--- src/rtl/ppu_pkg.sv ---
// Shared PPU definitions: CPU register indices, scroll-latch widths and
// the pending-action encoding used by the register interface.
package ppu_pkg;

    localparam int unsigned FV_W = 3;
    localparam int unsigned VT_W = 5;
    localparam int unsigned FH_W = 3;
    localparam int unsigned HT_W = 5;

    localparam logic [2:0] PPUCTRL   = 3'd0;
    localparam logic [2:0] PPUMASK   = 3'd1;
    localparam logic [2:0] PPUSTATUS = 3'd2;
    localparam logic [2:0] OAMADDR   = 3'd3;
    localparam logic [2:0] OAMDATA   = 3'd4;
    localparam logic [2:0] PPUSCROLL = 3'd5;
    localparam logic [2:0] PPUADDR   = 3'd6;
    localparam logic [2:0] PPUDATA   = 3'd7;

    typedef enum logic [2:0] {
        ACT_NONE,
        ACT_UPD,
        ACT_VRAM_WR,
        ACT_VRAM_RD,
        ACT_OAM_WR
    } act_e;

endpackage

--- src/rtl/ppu_ri_if.sv ---
// CPU-side bus of the PPU register interface; master is the CPU, slave the PPU.
interface ppu_ri_if;

    logic [2:0] sel_in;
    logic       ncs_in;
    logic       r_nw_in;
    logic [7:0] cpu_d_in;
    logic [7:0] cpu_d_out;

    modport master (output sel_in, output ncs_in, output r_nw_in,
                    output cpu_d_in, input cpu_d_out);
    modport slave  (input sel_in, input ncs_in, input r_nw_in,
                    input cpu_d_in, output cpu_d_out);

endinterface

--- src/rtl/ppu_ri_edge.sv ---
// Single-signal edge detector; edge_c is high in the cycle the input differs
// from its registered previous value in the selected direction.
module ppu_ri_edge #(
    parameter bit RISE     = 1'b1,
    parameter bit PREV_RST = 1'b0
) (
    input  logic clk_in,
    input  logic rst_in,
    input  logic sig_in,
    output logic edge_c
);

    logic prev_q;

    always_ff @(posedge clk_in) begin
        if (rst_in) prev_q <= PREV_RST;
        else        prev_q <= sig_in;
    end

    assign edge_c = RISE ? (sig_in & ~prev_q) : (~sig_in & prev_q);

endmodule

--- src/rtl/ppu_ri.sv ---
// PPU register interface: decodes CPU accesses to $2000-$2007, holds the
// scroll/control latches and issues one-cycle strobes in the action cycle.
module ppu_ri
    import ppu_pkg::*;
(
    input  logic              clk_in,
    input  logic              rst_in,
    ppu_ri_if.slave           cpu,
    input  logic [7:0]        vram_d_in,
    input  logic              vblank_in,
    input  logic              spr_overflow_in,
    input  logic              spr0_hit_in,
    input  logic [7:0]        oam_d_in,
    output logic [FV_W-1:0]   fv_out,
    output logic [VT_W-1:0]   vt_out,
    output logic              v_out,
    output logic [FH_W-1:0]   fh_out,
    output logic [HT_W-1:0]   ht_out,
    output logic              h_out,
    output logic              s_out,
    output logic              upd_cntrs_out,
    output logic              inc_addr_out,
    output logic              inc_addr_amt_out,
    output logic              vram_wr_out,
    output logic [7:0]        vram_d_out,
    output logic              bg_en_out,
    output logic              spr_en_out,
    output logic              bg_ls_clip_out,
    output logic              spr_ls_clip_out,
    output logic              spr_h_out,
    output logic              spr_pt_sel_out,
    output logic [7:0]        oam_a_out,
    output logic [7:0]        oam_d_out,
    output logic              oam_wr_out,
    output logic              nvbl_out
);

    logic       cs_evt;
    logic       vbl_rise;
    logic       vbl_fall;
    logic       status_rd;
    logic       w_q;
    logic       nvbl_en_q;
    logic       vbl_flag_q;
    logic [7:0] rd_buf_q;
    act_e       act_q;
    act_e       act_d;

    ppu_ri_edge #(.RISE(1'b0), .PREV_RST(1'b0)) u_cs_edge (
        .clk_in(clk_in), .rst_in(rst_in), .sig_in(cpu.ncs_in), .edge_c(cs_evt));

    ppu_ri_edge #(.RISE(1'b1), .PREV_RST(1'b1)) u_vbl_rise (
        .clk_in(clk_in), .rst_in(rst_in), .sig_in(vblank_in), .edge_c(vbl_rise));

    ppu_ri_edge #(.RISE(1'b0), .PREV_RST(1'b0)) u_vbl_fall (
        .clk_in(clk_in), .rst_in(rst_in), .sig_in(vblank_in), .edge_c(vbl_fall));

    assign status_rd = cs_evt & cpu.r_nw_in & (cpu.sel_in == PPUSTATUS);

    // Action stage: the access decoded in cycle T becomes a strobe in T+1.
    always_ff @(posedge clk_in) begin
        if (rst_in) act_q <= ACT_NONE;
        else        act_q <= act_d;
    end

    always_comb begin
        act_d = ACT_NONE;
        if (cs_evt) begin
            if (cpu.r_nw_in) begin
                if (cpu.sel_in == PPUDATA) act_d = ACT_VRAM_RD;
            end else begin
                case (cpu.sel_in)
                    OAMDATA: act_d = ACT_OAM_WR;
                    PPUADDR: act_d = w_q ? ACT_UPD : ACT_NONE;
                    PPUDATA: act_d = ACT_VRAM_WR;
                    default: act_d = ACT_NONE;
                endcase
            end
        end
    end

    assign upd_cntrs_out = (act_q == ACT_UPD);
    assign vram_wr_out   = (act_q == ACT_VRAM_WR);
    assign oam_wr_out    = (act_q == ACT_OAM_WR);
    assign inc_addr_out  = (act_q == ACT_VRAM_WR) | (act_q == ACT_VRAM_RD);
    assign nvbl_out      = ~(vbl_flag_q & nvbl_en_q);

    // Register decode and latch updates.
    always_ff @(posedge clk_in) begin
        if (rst_in) begin
            fv_out           <= '0;
            vt_out           <= '0;
            v_out            <= 1'b0;
            fh_out           <= '0;
            ht_out           <= '0;
            h_out            <= 1'b0;
            s_out            <= 1'b0;
            inc_addr_amt_out <= 1'b0;
            spr_pt_sel_out   <= 1'b0;
            spr_h_out        <= 1'b0;
            nvbl_en_q        <= 1'b0;
            bg_en_out        <= 1'b0;
            spr_en_out       <= 1'b0;
            bg_ls_clip_out   <= 1'b0;
            spr_ls_clip_out  <= 1'b0;
            oam_a_out        <= '0;
            oam_d_out        <= '0;
            vram_d_out       <= '0;
            w_q              <= 1'b0;
            rd_buf_q         <= '0;
            vbl_flag_q       <= 1'b0;
        end else begin
            if (act_q == ACT_VRAM_RD) rd_buf_q <= vram_d_in;
            if (act_q == ACT_OAM_WR)  oam_a_out <= oam_a_out + 8'd1;

            // A set edge beats a same-cycle status read.
            if (vbl_rise)                    vbl_flag_q <= 1'b1;
            else if (vbl_fall || status_rd)  vbl_flag_q <= 1'b0;

            if (status_rd) w_q <= 1'b0;

            if (cs_evt && !cpu.r_nw_in) begin
                case (cpu.sel_in)
                    PPUCTRL: begin
                        {v_out, h_out}   <= cpu.cpu_d_in[1:0];
                        inc_addr_amt_out <= cpu.cpu_d_in[2];
                        spr_pt_sel_out   <= cpu.cpu_d_in[3];
                        s_out            <= cpu.cpu_d_in[4];
                        spr_h_out        <= cpu.cpu_d_in[5];
                        nvbl_en_q        <= cpu.cpu_d_in[7];
                    end
                    PPUMASK: begin
                        bg_ls_clip_out  <= ~cpu.cpu_d_in[1];
                        spr_ls_clip_out <= ~cpu.cpu_d_in[2];
                        bg_en_out       <= cpu.cpu_d_in[3];
                        spr_en_out      <= cpu.cpu_d_in[4];
                    end
                    OAMADDR: oam_a_out <= cpu.cpu_d_in;
                    OAMDATA: oam_d_out <= cpu.cpu_d_in;
                    PPUSCROLL: begin
                        if (w_q) begin
                            fv_out <= cpu.cpu_d_in[2:0];
                            vt_out <= cpu.cpu_d_in[7:3];
                        end else begin
                            fh_out <= cpu.cpu_d_in[2:0];
                            ht_out <= cpu.cpu_d_in[7:3];
                        end
                        w_q <= ~w_q;
                    end
                    PPUADDR: begin
                        if (w_q) begin
                            vt_out[2:0] <= cpu.cpu_d_in[7:5];
                            ht_out      <= cpu.cpu_d_in[4:0];
                        end else begin
                            fv_out      <= {1'b0, cpu.cpu_d_in[5:4]};
                            v_out       <= cpu.cpu_d_in[3];
                            h_out       <= cpu.cpu_d_in[2];
                            vt_out[4:3] <= cpu.cpu_d_in[1:0];
                        end
                        w_q <= ~w_q;
                    end
                    PPUDATA: vram_d_out <= cpu.cpu_d_in;
                    default: ;
                endcase
            end
        end
    end

    // Read data is a combinational view of current state while selected.
    always_comb begin
        cpu.cpu_d_out = 8'h00;
        if (!rst_in && !cpu.ncs_in && cpu.r_nw_in) begin
            case (cpu.sel_in)
                PPUSTATUS: cpu.cpu_d_out = {vbl_flag_q, spr0_hit_in, spr_overflow_in, 5'b0};
                OAMDATA:   cpu.cpu_d_out = oam_d_in;
                PPUDATA:   cpu.cpu_d_out = rd_buf_q;
                default:   cpu.cpu_d_out = 8'h00;
            endcase
        end
    end

endmodule

--- src/flat_wrapper.sv ---
// flat-port wrapper written by rule: the top's interface ports become plain ports
module ppu_ri_flat import ppu_pkg::*;
  (clk_in, rst_in, vram_d_in, vblank_in, spr_overflow_in, spr0_hit_in, oam_d_in, fv_out, vt_out, v_out, fh_out, ht_out, h_out, s_out, upd_cntrs_out, inc_addr_out, inc_addr_amt_out, vram_wr_out, vram_d_out, bg_en_out, spr_en_out, bg_ls_clip_out, spr_ls_clip_out, spr_h_out, spr_pt_sel_out, oam_a_out, oam_d_out, oam_wr_out, nvbl_out, cpu_sel_in, cpu_ncs_in, cpu_r_nw_in, cpu_cpu_d_in, cpu_cpu_d_out);
  ppu_ri_if cpu_i ();
  input  logic clk_in;
  input  logic rst_in;
  input  logic [7:0] vram_d_in;
  input  logic vblank_in;
  input  logic spr_overflow_in;
  input  logic spr0_hit_in;
  input  logic [7:0] oam_d_in;
  output logic [FV_W-1:0] fv_out;
  output logic [VT_W-1:0] vt_out;
  output logic v_out;
  output logic [FH_W-1:0] fh_out;
  output logic [HT_W-1:0] ht_out;
  output logic h_out;
  output logic s_out;
  output logic upd_cntrs_out;
  output logic inc_addr_out;
  output logic inc_addr_amt_out;
  output logic vram_wr_out;
  output logic [7:0] vram_d_out;
  output logic bg_en_out;
  output logic spr_en_out;
  output logic bg_ls_clip_out;
  output logic spr_ls_clip_out;
  output logic spr_h_out;
  output logic spr_pt_sel_out;
  output logic [7:0] oam_a_out;
  output logic [7:0] oam_d_out;
  output logic oam_wr_out;
  output logic nvbl_out;
  input wire logic [$bits(cpu_i.sel_in)-1:0] cpu_sel_in;
  input wire logic [$bits(cpu_i.ncs_in)-1:0] cpu_ncs_in;
  input wire logic [$bits(cpu_i.r_nw_in)-1:0] cpu_r_nw_in;
  input wire logic [$bits(cpu_i.cpu_d_in)-1:0] cpu_cpu_d_in;
  output wire logic [$bits(cpu_i.cpu_d_out)-1:0] cpu_cpu_d_out;
  assign cpu_i.sel_in = cpu_sel_in;
  assign cpu_i.ncs_in = cpu_ncs_in;
  assign cpu_i.r_nw_in = cpu_r_nw_in;
  assign cpu_i.cpu_d_in = cpu_cpu_d_in;
  assign cpu_cpu_d_out = cpu_i.cpu_d_out;
  ppu_ri u_core (.clk_in(clk_in), .rst_in(rst_in), .cpu(cpu_i), .vram_d_in(vram_d_in), .vblank_in(vblank_in), .spr_overflow_in(spr_overflow_in), .spr0_hit_in(spr0_hit_in), .oam_d_in(oam_d_in), .fv_out(fv_out), .vt_out(vt_out), .v_out(v_out), .fh_out(fh_out), .ht_out(ht_out), .h_out(h_out), .s_out(s_out), .upd_cntrs_out(upd_cntrs_out), .inc_addr_out(inc_addr_out), .inc_addr_amt_out(inc_addr_amt_out), .vram_wr_out(vram_wr_out), .vram_d_out(vram_d_out), .bg_en_out(bg_en_out), .spr_en_out(spr_en_out), .bg_ls_clip_out(bg_ls_clip_out), .spr_ls_clip_out(spr_ls_clip_out), .spr_h_out(spr_h_out), .spr_pt_sel_out(spr_pt_sel_out), .oam_a_out(oam_a_out), .oam_d_out(oam_d_out), .oam_wr_out(oam_wr_out), .nvbl_out(nvbl_out));
endmodule
--- config.mk ---
export PLATFORM = sky130hd
export DESIGN_NAME = ppu_ri_flat
export DESIGN_NICKNAME = d
export VERILOG_FILES = /design/src/rtl/ppu_pkg.sv /design/src/rtl/ppu_ri_if.sv /design/src/rtl/ppu_ri_edge.sv /design/src/rtl/ppu_ri.sv /design/src/flat_wrapper.sv
export SDC_FILE = /design/constraint.sdc
export NUM_CORES = 1
export LEC_CHECK = 0
export CAP_MARGIN = 5
export CORE_MARGIN = 2
export CORE_UTILIZATION = 45
export DETAILED_ROUTE_END_ITERATION = 10
export HOLD_SLACK_MARGIN = 0.02
export PLACE_DENSITY_LB_ADDON = 0.05
export REMOVE_ABC_BUFFERS = 1
export SLEW_MARGIN = 30
export SYNTH_ARGS = -nofsm -noshare
export SYNTH_HDL_FRONTEND = slang
export SYNTH_SLANG_ARGS = --single-unit
--- constraint.sdc ---
create_clock -name clk_in -period 1.6 [get_ports clk_in]
set_input_delay 0.32 -clock clk_in [delete_from_list [all_inputs] [get_ports clk_in]]
set_output_delay 0.32 -clock clk_in [all_outputs]
set_load 0.03 [all_outputs]
Yosys cells after proc, flatten, opt, wreduce, memory -nomap -nowiden
Cells that the tools add are included.
- flip-flop bits (word level): 67
- latch bits: 0
- memory bits (writable): 0
- ROM bits: 0
- input bits: 34
- output and inout bits: 63
- word-level logic and storage cells: 107
- memories: 0
- $add $sub $neg: 1
- $mul: 0
- div/mod/pow operators: 0
- order comparisons: 0
- equality and inequality tests: 15
- shifts and indexed selects: 0
- multiplexer cells: 28
- bitwise logic cells: 15
- reductions and logical operators: 22
- operator list (operator ; count):
    $mux W8 ; 4
    $pmux W8 S3 ; 1
    $pmux W5 S2 ; 2
    $eq A3 B3 Y1 const B ; 5
    $mux W5 ; 3
    $eq A3 B2 Y1 const B ; 4
    $mux W3 ; 4
    $reduce_and A4 Y1 ; 3
    $pmux W3 S3 ; 1
    $add A8 B1 Y8 const B ; 1
    $mux W1 ; 8
    $not A1 Y1 ; 8
    $reduce_and A2 Y1 ; 4
    $and A1 B1 Y1 ; 6
    $eq A3 B1 Y1 const B ; 2
    $pmux W3 S2 ; 1
    $reduce_and A3 Y1 ; 2
    $reduce_bool A2 Y1 ; 3
    $mux W2 ; 2
    $ne A2 B1 Y1 const B ; 2
    $ne A2 B2 Y1 const B ; 2
    $pmux W1 S2 ; 2
    $reduce_or A2 Y1 ; 2
    $logic_and A1 B1 Y1 ; 3
    other kinds (4) ; 6

Longest topological paths before layout
- depth after elaboration: 7
- depth in mapped cells: 7

Modules after synthesis
A second synthesis with hierarchy kept.
- cells, all modules: 361
- area, all modules: 3091.7 um^2
- by module, submodules not included (module ; instances ; cells each ; area each (um^2) ; seq. area each (um^2)):
    ppu_ri ; 1 ; 352 ; 2989.1 ; 1281.2
    ppu_ri_edge at u_core.u_cs_edge ... ; 2 ; 3 ; 35.0 ; 20.0
    ppu_ri_edge at u_core.u_vbl_rise ; 1 ; 3 ; 32.5 ; 20.0

Worst setup path after synthesis
OpenSTA, ideal clock, no wires.
- kind: register -> output
- start: register u_core.act_q[1]
- end: output vram_wr_out
- arrival: 1.529 ns
- path slack: -0.249 ns
- cell stages (with the launch flop): 4
- buffers on the path: 1
- cell sequence: dfxtp_1 -> nor2b_1 -> buf_1 -> nor2b_1
- cells in the longest elaborated chain, start to end: 1
- RTL lines (item ; line ; text):
    start: declaration ; ppu_ri.sv:46 ; act_e act_q;
    start signal: assignment ; ppu_ri.sv:63 ; else act_q <= act_d;
    $eq A3 B2 Y1 ; ppu_ri.sv:83 ; assign vram_wr_out = (act_q == ACT_VRAM_WR);
    end: declaration ; flat_wrapper.sv:22 ; output logic vram_wr_out;
Every way passes these cells.

Worst setup path after layout
- start: input cpu_sel_in[1]
- end: output cpu_cpu_d_out[3]
- cells in the longest elaborated chain, start to end: 3
- elaborated cells between the ends (all ways): 5
- classes of those cells: eq/ne (3); mux (2)
- RTL lines (item ; line ; text):
    start: declaration ; flat_wrapper.sv:34 ; input wire logic [$bits(cpu_i.sel_in)-1:0] cpu_sel_in;
    $eq A3 B3 Y1 or $eq A3 B2 Y1 (tied branches) ; ppu_ri.sv:173 ; case (cpu.sel_in)
    $pmux W8 S3 * ; ppu_ri.sv:173 ;
    $mux W8 * ; ppu_ri.sv:172 ; if (!rst_in && !cpu.ncs_in && cpu.r_nw_in) begin
    end: declaration ; flat_wrapper.sv:38 ; output wire logic [$bits(cpu_i.cpu_d_out)-1:0] cpu_cpu_d_out;
Every way passes the cells marked *; elsewhere a longest branch is shown, timed or not.

==> reports/metrics.yaml <==
timing:
  finalCriticalPeriod_ns: 1.611
  drv_slew: 0
  setup_viol: 1
  hold_slack_ns: 0.3987
  rsz0062_at_grt: "true"
  slew_headroom_pct: 57.75
  min_period_over_period_pct: 100.7
  setup_ws_ns: -0.01133
  max_slew.worst_pin.slew_ns: 0.6338
  max_freq_mhz: 620.6
  report.final.hold_viol_count: 0
  clock-skew-final_ns: 0.01183
synth:
  synth.distinct_cells: 48
  yosys.area.top_type: "dfxtp_1"
  ys_ff_latch: 67
  avgSynthCellArea_um2: 8.709
  netlist.area_leader.share_pct: 43.02
  async_flop_share_pct: 0
  synth_xor_area_share_pct: 2.247
  ys_warn_count: 0
  synth_cells: 358
  netlist_area_um2: 3118
  synth_compound_area_share_pct: 17.17
  synth_edf_count: 0
  yosys-top-cells-count: "dfxtp_1 (67), nor2_1 (49), a21oi_1 (38), nand2_1 (37), nand3_1 (29)"
  yosysMostFrequentCell: "dfxtp_1"
  yosysSeqAreaShare_pct: 43.02
  ys.flop_type: "dfxtp_1"
  synthAdderAreaFrac_pct: 0.4013
  synthSimpleGateAreaFrac_pct: 26.40
  synth_top_family_by_area: "simple AND/OR/NAND/NOR gates"
  muxShareOfSynthArea_pct: 5.819
  synthTopCellsByArea: "dfxtp_1 (43%), a21oi_1 (6.1%), nor2_1 (5.9%)"
floorplanning:
  fp.coreArea_um2: 6756
  die_y_um: 87.24
  dieArea_um2: 7611
  ioPinCount: 97
  start_util_pct: 46.15
  die_w_um: 87.24
  rows: 30
placed_design:
  place_area_um2: 4387
  dpl.hpwl_um: 6249
  place_ws_ns: -0.5057
  dp.cells: 557
  finalWeightedCongestion: 0.8210
  port-buffer-count: 96
cts:
  h-tree-depth: 3
  cts_made_buffers: 9
  clk_pin_slew_ns: 0.08
  root_buffer: "clkbuf_8"
  cts_tree: "built"
  hold_buffers: 0
  cts_sinks: 67
  cts_buffer_depth: 2
  clk_latency_ns: 0.34
power:
  vdd_drop_max_mv: 0.4046
  power.leakage_nw: 2.098
  p_switching_mw: 0.9351
  p_clk_share_pct: 40.9
  p_int_mw: 2.632
  p_seq_share_pct: 47.3
  power_density_nw_per_um2: 754.1
  pwr-share-comb_pct: 11.8
  sw_frac_of_total_pct: 26.21
detailed_routing:
  drtIter0Drc: 163
  num_vias: 3134
  vias_per_cell: 5.394
  drcViolationCount: 0
  drt_wl_total_um: 8974
  wl_per_cell_um: 15.45
  first_pass_iters: 5
  drtAntennaViolNets: 0
worst_setup_path:
  startpoint_type: "input pin"
  cp.arrival_ns: 1.29
  crit_fanout: 5
  cp-end-kind: "primary output"
  crit_type: "input pin to primary output"
  worstPathRequired_ns: 1.28
global_routing:
  antenna_found_initial: 0
  grt_use_total_pct: 23.54
  grt-ovfl-total: 0
  grt_max_degree: 57
  first_global_vias: 3026
  grt_pass1_wl_um: 14120
layout:
  finalNonFillerCells: 581
  drive_gt1_share_pct: 25.95
  fin_area_um2: 4731
  antennaDiodeCount: 0
  area_growth_pct: 51.73
  final_nets: 531
  utilization_pct: 70.02
run:
  drv_cap: 0
status:
  violations: "negative setup slack"
  outcome: "finished with violations"
hold_path:
  hold_class: "input pin to flip-flop"
[state kept, by name, summed over array words and instances, names as in the netlist, 3 cells and up]
| name | count |
|---|---|
| u_core.fh_out | 3 |
| u_core.fv_out | 3 |
| u_core.ht_out | 5 |
| u_core.act_q | 3 |
| u_core.rd_buf_q | 8 |
| u_core.oam_d_out | 8 |
| u_core.oam_a_out | 8 |
| u_core.vt_out | 5 |
| u_core.vram_d_out | 8 |
[layout make-up]
cell class / count / area [µm²]
multi-input cells: 259 / 1732
fillers: 588 / 2026
clock buffers: 9 / 123.9
well taps: 80 / 100.1
repair buffers: 153 / 1319
flip-flops and latches: 67 / 1348
inverters: 6 / 27.53
clock inverters: 7 / 81.33
[power by group through the flow]
stage	clock network (mW)	registers [mW]	logic, mW
final	1.46	1.69	0.423
after global routing	1.54	1.69	0.450
after CTS	1.49	1.69	0.413
after detailed placement	0	1.73	0.385
after global placement	0	1.73	0.382
after floorplan	0	1.74	0.111
[layout by cell type (no fill, tap or decap), types with 2 or more instances in the layout]
master,n
nand3b_1,3
dfxtp_1,64
o211ai_1,2
a21oi_4,2
nand4_1,5
nor3b_1,2
nor2b_1,4
buf_2,2
clkdlybuf4s50_1,22
xor2_1,3
buf_6,9
a22oi_2,3
nor3b_2,3
a21oi_1,38
dlymetal6s2s_1,2
a22oi_1,5
inv_6,5
nand3_1,29
dlygate4sd2_1,55
a211oi_1,12
dfxtp_2,2
nand4b_1,2
xnor2_1,4
nor2_4,2
a211oi_2,8
nand2_1,37
nor2_2,2
clkbuf_8,9
nor2b_4,2
mux2i_1,17
a22o_1,3
inv_1,5
nor2b_2,2
nor2_1,45
buf_4,62
[what timing repair did]
action,4_1_cts,5_1_grt
endpoints found under the setup margin,88,12
setup buffers,9,2
pin swaps,11,10
gates resized for setup,102,17
[through the flow]
| step | TNS, ns | power (mW) |
|---|---|---|
| finish | -0.01133 | 3.567 |
| global route | -0.1787 | 3.683 |
| CTS | -0.01365 | 3.591 |
| detailed placement | -23.86 | 2.113 |
| global placement | -21.66 | 2.109 |
| floorplan | -19.74 | 1.850 |
[worst paths after layout]
kind	start	to	slack [ns]	cells after the start
worst max register to register	u_core.w_q	u_core.ht_out[2]	0.08	4
worst min-delay path	rst_in	u_core.rd_buf_q[5]	0.40	3
worst max-delay path	cpu_sel_in[1]	cpu_cpu_d_out[3]	-0.01	6
worst min register to register	u_core.spr_h_out	u_core.spr_h_out	0.46	2
[cells by family (layout without fill, tap and decap cells)]
kind of cell	Yosys count	count (layout)
muxes	18	18
buffers and inverters	32	175
and+or+nand+nor	156	156
AOI/OAI and AO/OA	76	76
adders and majority gates	1	1
DFF	67	67
xor gates and xnor gates	8	8
[layer usage]
layer / GRT usage [%] / vias up / part of all wire, %
li1: - / 1539 / -
met2: 40.36 / 85 / 50
met1: 30.14 / 1501 / 44
met3: 3.981 / 9 / 5.6
met4: 7.273 / 0 / 1.0
met5: 0 / - / 0
[worst max-delay path, cell delays in order]
cell and delay, ns:
buf_8 0.10, buf_6 0.12, xnor2_4 0.13, nand4b_1 0.24
nor2_1 0.19, buf_4 0.18
Power figures use the tool's default switching activity.
